## src/rtl/cmplx_div_sched.sv

```systemverilog
`default_nettype none
// ============================================================================
// Module      : cmplx_div_sched
// Description : Round-robin scheduler sharing one pipelined complex divider
//               among N requesters. Issues at most one division per cycle,
//               tracks each in-flight op by requester ID, flags divide-by-zero
//               and buffers results in a response FIFO with valid/ready flow
//               control. Outstanding work is bounded by RSP_DEPTH credits.
// Revision    : 1.0 - initial release
// ============================================================================
module cmplx_div_sched #(
    parameter int N         = 4,
    parameter int ID_W      = 2,
    parameter int DIV_LAT   = 2,
    parameter int RSP_DEPTH = 4
) (
    input  logic              clock,
    input  logic              reset,
    input  logic [N-1:0]      req_valid,
    output logic [N-1:0]      req_ready,
    input  logic [N*64-1:0]   req_a,
    input  logic [N*64-1:0]   req_b,
    output logic [63:0]       div_a,
    output logic [63:0]       div_b,
    input  logic [63:0]       div_out,
    output logic              rsp_valid,
    input  logic              rsp_ready,
    output logic [ID_W-1:0]   rsp_id,
    output logic [63:0]       rsp_data,
    output logic              rsp_dz,
    output logic              busy
);

    localparam int CNT_W = $clog2(RSP_DEPTH + 1);
    localparam int PTR_W = (RSP_DEPTH > 1) ? $clog2(RSP_DEPTH) : 1;
    localparam int ENT_W = ID_W + 1 + 64;

    localparam logic [63:0]      DZ_DIVISOR = 64'h00000001_00000000;
    localparam logic [CNT_W-1:0] FULL_CNT   = CNT_W'(RSP_DEPTH);
    localparam logic [PTR_W-1:0] LAST_SLOT  = PTR_W'(RSP_DEPTH - 1);
    localparam logic [ID_W-1:0]  LAST_ID    = ID_W'(N - 1);

    // Arbitration and issue
    logic [ID_W-1:0]  ptr_q, ptr_d;
    logic [ID_W-1:0]  grant;
    logic [ID_W-1:0]  idx;
    logic             any_valid;
    logic             issue_ok;
    logic             issue;
    logic [63:0]      sel_a;
    logic [63:0]      sel_b;
    logic             sel_dz;

    // Divider operand registers
    logic [63:0]      div_a_q;
    logic [63:0]      div_b_q;

    // Tag pipeline, stage DIV_LAT lines up with div_out
    logic [DIV_LAT:0]           tag_v_q;
    logic [DIV_LAT:0][ID_W-1:0] tag_id_q;
    logic [DIV_LAT:0]           tag_dz_q;

    // Response FIFO and credit tracking
    logic [ENT_W-1:0] mem_q [RSP_DEPTH];
    logic [PTR_W-1:0] wr_q, wr_d;
    logic [PTR_W-1:0] rd_q, rd_d;
    logic [CNT_W-1:0] cnt_q, cnt_d;
    logic [CNT_W-1:0] out_q, out_d;
    logic             push;
    logic             pop;
    logic [ENT_W-1:0] push_ent;
    logic [ENT_W-1:0] head;

    function automatic logic [PTR_W-1:0] next_slot(input logic [PTR_W-1:0] p);
        return (p == LAST_SLOT) ? '0 : p + 1'b1;
    endfunction

    // Rotating priority search: first valid requester starting at ptr_q
    always_comb begin
        grant     = ptr_q;
        idx       = '0;
        any_valid = 1'b0;
        for (int k = 0; k < N; k++) begin
            idx = ID_W'((int'(ptr_q) + k) % N);
            if (!any_valid && req_valid[idx]) begin
                grant     = idx;
                any_valid = 1'b1;
            end
        end
    end

    // A pop in this cycle frees a credit immediately so a full scheduler keeps streaming
    assign pop       = rsp_valid & rsp_ready;
    assign issue_ok  = !reset && ((out_q != FULL_CNT) || pop);
    assign issue     = any_valid & issue_ok;
    assign req_ready = issue ? (N'(1) << grant) : '0;

    assign sel_a  = req_a[64*grant +: 64];
    assign sel_b  = req_b[64*grant +: 64];
    assign sel_dz = (sel_b == 64'h0);

    assign push     = tag_v_q[DIV_LAT];
    assign push_ent = {tag_id_q[DIV_LAT], tag_dz_q[DIV_LAT],
                       tag_dz_q[DIV_LAT] ? 64'h0 : div_out};

    // Next-state for pointer, FIFO indices, occupancy and outstanding count
    always_comb begin
        ptr_d = ptr_q;
        wr_d  = wr_q;
        rd_d  = rd_q;
        cnt_d = cnt_q;
        out_d = out_q;
        if (issue) begin
            ptr_d = (grant == LAST_ID) ? '0 : grant + 1'b1;
        end
        if (push) begin
            wr_d = next_slot(wr_q);
        end
        if (pop) begin
            rd_d = next_slot(rd_q);
        end
        case ({push, pop})
            2'b10:   cnt_d = cnt_q + 1'b1;
            2'b01:   cnt_d = cnt_q - 1'b1;
            default: cnt_d = cnt_q;
        endcase
        case ({issue, pop})
            2'b10:   out_d = out_q + 1'b1;
            2'b01:   out_d = out_q - 1'b1;
            default: out_d = out_q;
        endcase
    end

    // Control state, operand registers and tag pipeline
    always_ff @(posedge clock) begin
        if (reset) begin
            ptr_q    <= '0;
            wr_q     <= '0;
            rd_q     <= '0;
            cnt_q    <= '0;
            out_q    <= '0;
            div_a_q  <= '0;
            div_b_q  <= '0;
            tag_v_q  <= '0;
            tag_id_q <= '0;
            tag_dz_q <= '0;
        end else begin
            ptr_q    <= ptr_d;
            wr_q     <= wr_d;
            rd_q     <= rd_d;
            cnt_q    <= cnt_d;
            out_q    <= out_d;
            tag_v_q  <= {tag_v_q[DIV_LAT-1:0], issue};
            tag_id_q <= {tag_id_q[DIV_LAT-1:0], grant};
            tag_dz_q <= {tag_dz_q[DIV_LAT-1:0], issue & sel_dz};
            if (issue) begin
                div_a_q <= sel_a;
                div_b_q <= sel_dz ? DZ_DIVISOR : sel_b;
            end
        end
    end

    // FIFO storage; contents need no reset because the head is masked when empty
    always_ff @(posedge clock) begin
        if (push) begin
            mem_q[wr_q] <= push_ent;
        end
    end

    // Credits must keep the FIFO from ever being written while full without a pop
    always_ff @(posedge clock) begin
        if (!reset && push && !pop) begin
            assert (cnt_q != FULL_CNT);
        end
    end

    assign head      = mem_q[rd_q];
    assign rsp_valid = (cnt_q != '0);
    assign rsp_id    = rsp_valid ? head[ENT_W-1 -: ID_W] : '0;
    assign rsp_dz    = rsp_valid & head[64];
    assign rsp_data  = rsp_valid ? head[63:0] : 64'h0;
    assign busy      = (|tag_v_q) | rsp_valid;
    assign div_a     = div_a_q;
    assign div_b     = div_b_q;

endmodule
`default_nettype wire

```

## config.mk

```make
export PLATFORM = sky130hd
export DESIGN_NAME = cmplx_div_sched
export DESIGN_NICKNAME = d
export VERILOG_FILES = /design/src/rtl/cmplx_div_sched.sv
export SDC_FILE = /design/constraint.sdc
export NUM_CORES = 1
export LEC_CHECK = 0
export ABC_AREA = 1
export BUFFER_PORTS_ARGS = -buffer_cell sky130_fd_sc_hd__buf_2
export CAP_MARGIN = 20
export CORE_MARGIN = 5
export CORE_UTILIZATION = 25
export CTS_CLUSTER_DIAMETER = 60
export DETAILED_ROUTE_END_ITERATION = 16
export MAX_ROUTING_LAYER = met4
export PLACE_DENSITY = 0.43
export SYNTH_ARGS = -nofsm -noshare
export SYNTH_HDL_FRONTEND = slang
export SYNTH_SLANG_ARGS = --single-unit
```

## constraint.sdc

```tcl
create_clock -name clock -period 5.65 [get_ports clock]
set_input_delay 0.565 -clock clock [delete_from_list [all_inputs] [get_ports clock]]
set_output_delay 0.565 -clock clock [all_outputs]
set_load 0.02 [all_outputs]
```

==> reports/results.tsv <==
stage	metric	value	unit
routing	via/cell ratio	4.67	
die	die width	301	microns
timing	Setup Skew	0.0546	ns
die	io pins	784	
clock_network	CTS H-Tree Depth	2	
routing	antenna viol nets, final	0	
yosys	Synth area leader	edfxtp_1	
flow_run	Max Cap Viol	0	
clock_network	TritonCTS clock tree	built	
routing	Post-Route WL	113000	microns
placed_design	I/O Buffers	783	
global_routing	largest net degree at the start of global routing	130	
yosys	top cell type's share of synthesized area	0.379	
critical_path	CP max stage delay	0.68	ns
pwr	PwrDens	631	nW/um^2
placed_design	gpl congestion	1.00	
global_routing	GRT Max-Usage Layer	met2	
yosys	syn_nets	3396	
yosys	Synth warnings	0	
timing	setup tns final	0	ns
placed_design	Detail Placement HPWL	83100	microns
timing	Peak Freq	217	MHz
yosys	Mapped Cells	2800	
yosys	Mapped Area	21200	sq um
yosys	Syn Area/Cell	7.58	sq um
cells_and_area	nets	4072	
clock_network	Post-CTS Setup Repair Bufs	0	
critical_path	peak fanout along the critical path	81	
critical_path	CP Buf/Inv Count	4	
pwr	Worst VDD drop	0.435	mV
clock_network	PostCTS Resize Cnt	0	
global_routing	global-route usage over all layers	0.243	
timing	Min Hold Slack	0.229	ns
die	core area	84000	sq um
clock_network	Skew-Pair Late Insertion Delay	0.64	ns
cells_and_area	Area Overhead vs Synth	32.2	%
clock_network	clock transition at the registers of the reported paths	0.06	ns
critical_path	CP Launch Type	flip-flop	
global_routing	met3 GRT Util	0.0508	
clock_network	CTS max path bufs	3	
routing	DRT Pass-1 Iters	5	
yosys	most frequent cells after synthesis	696 x nand2_1, 651 x nor2_1, 301 x o21ai_0	
global_routing	gr ovfl total	0	
clock_network	Hold-fix buffers, CTS	0	
timing	minimum clock period	4.61	ns
timing	Hold Fails Final Rpt	0	
clock_network	CTS Buf Count	58	
yosys	count leader, synth	nand2_1	
routing	vias post-DR	21936	
global_routing	vias in the first global route	21556	
global_routing	first-pass GRT wire length	157000	microns
critical_path	Worst path slowest cell	nand2_8	
min_path	Hold Crit Class	primary input to flip-flop	
yosys	#FFs+latches synth	422	
status	status	finished clean	
pwr	Total Power	17.7	mW
routing	DRC violations left	0	
yosys	Synth area leaders	edfxtp_1 38%, dfxtp_1 15%, nand2_1 12%	
cells_and_area	Core Util, Final	0.334	
global_routing	met1 GRT Util	0.306	
routing	initial DRC count	1620	
global_routing	initial antenna violation count	66	
clock_network	clk sinks	422	
yosys	post-synthesis async set-or-reset flop share	0	
cells_and_area	fillcell total	9286	
timing	worst-margin pin slew	1.06	ns
critical_path	Largest delay share family, worst path	simple AND/OR/NAND/NOR gates	
timing	RSZ-0062 raised after global routing	no	
critical_path	crit-path cells	inv_2 > nand2_1 > nand2_2 > nand2_1 > nand2_2 > nor2_2 > nand4_4 > nand2_8 > inv_6 > ha_1 > inv_1 > nor2_1 > buf_2	
critical_path	kind of end point of the critical path	primary output	
routing	Wirelength per Cell	24.1	microns
pwr	Leak Pwr	13.5	nW
timing	Setup violations, final	0	
yosys	synth unique cells	27	
critical_path	CP arrival	4.05	ns
yosys	Post-synth EDFFs	268	
die	Die ar.	90800	sq um
timing	Tcrit/Tclk final	0.816	
critical_path	CP Data Required Time	5.09	ns
yosys	ys flop type	edfxtp_1	
die	Core Rows	106	
global_routing	met2 usage	0.407	
die	Initial Util	0.253	
yosys	register area share after synthesis	0.524	
timing	Slew headroom	0.294	
die	Die Ht	301	microns
critical_path	type of the worst setup path	flip-flop to primary output	
cells_and_area	share of cells above drive strength 1	0.264	
timing	fin. max-slew vios	0	
clock_network	clock root buffer	clkbuf_16	
==> power breakdown <==
group          total (mW)  switching (mW)  internal [mW]  leakage [nW]
combinational        9.89            7.29           2.61          8.84
sequential           4.18           0.342           3.83          3.70
clock                3.64            1.50           2.14         0.909
==> worst reg2reg max path: cells and delay by family, from the launching register on <==
kind | cells | cell delay (ns)
AOI/OAI and AO/OA | 1 | 0.13
and+or+nand+nor | 17 | 2.42
DFF | 1 | 0.64
buffers and inverters | 3 | 0.88
==> layer usage <==
metal	vias to the layer above	share of wire	wire length, microns
li1	10523	-	-
met1	10457	0.42	47500
met3	169	0.069	7820
met2	787	0.49	54900
met5	-	0	0
met4	0	0.025	2820
==> path summary, 6_finish.rpt <==
check                              start                      to  slack [ns]  cells after the start
hold / removal                     reset  tag_id_q[3]$_SDFF_PP0_        0.23                      2
setup reg to reg   ptr_q[0]$_SDFFE_PP0P_  div_b[32]$_SDFFE_PP0P_        1.57                     21
hold reg to reg   tag_id_q[0]$_SDFF_PP0_  tag_id_q[2]$_SDFF_PP0_        0.38                      2
setup / recovery   ptr_q[0]$_SDFFE_PP0P_            req_ready[1]        1.04                     13
==> placed cells by master (no fill, tap or decap), types with 8 or more instances in the layout <==
cell type,count
a21oi_1,80
buf_2,782
buf_4,29
clkbuf_1,13
clkbuf_16,58
clkinv_1,9
clkinv_2,8
dfxtp_1,151
diode_2,42
edfxtp_1,268
ha_1,11
inv_1,158
inv_2,8
nand2_1,694
nand3_1,152
nor2_1,651
o21ai_0,301
o21ai_1,36
o22ai_1,64
==> logic make-up (layout without fill, tap and decap cells) <==
kind of cell / count (synthesis) / count (layout) / share of synthesized area
other: 0 / 42 / 0
buffers and inverters: 367 / 1091 / 0.0691
DFF: 422 / 422 / 0.524
adders and majority gates: 13 / 13 / 0.00837
and+or+nand+nor: 1516 / 1516 / 0.281
AOI/OAI and AO/OA: 482 / 482 / 0.118
==> layout make-up <==
type | count | area, sq um | area share
Antenna cell | 42 | 105 | 0.00374
Sequential cell | 422 | 11100 | 0.397
Clock inverter | 37 | 414 | 0.0148
Inverter | 170 | 651 | 0.0232
Clock buffer | 71 | 1500 | 0.0535
Timing Repair Buffer | 813 | 4170 | 0.149
Multi-Input combinational cell | 2011 | 8670 | 0.309
Tap cell | 1134 | 1420 | 0.0506
==> registers in the layout, summed over array words and instances, names as in the netlist, 3 cells and up, named ones only <==
signal and count:
cnt_q 3, mem_q 268, tag_v_q 3, div_a 64, tag_id_q 4, div_b 64
tag_dz_q 3, out_q 3
==> stage by stage <==
stage | std cells | instance area [sq um] | setup WS (ns)
2_1_floorplan | 2800 | 21200 | 2.63
3_3_place_gp | 4549 | 26000 | 1.46
3_5_place_dp | 4550 | 26000 | 1.43
4_1_cts | 4658 | 28000 | 0.936
5_1_grt | 4684 | 28000 | 0.687
6_report | 4700 | 28100 | 1.04
No activity file was read; power rests on OpenSTA's default activity.
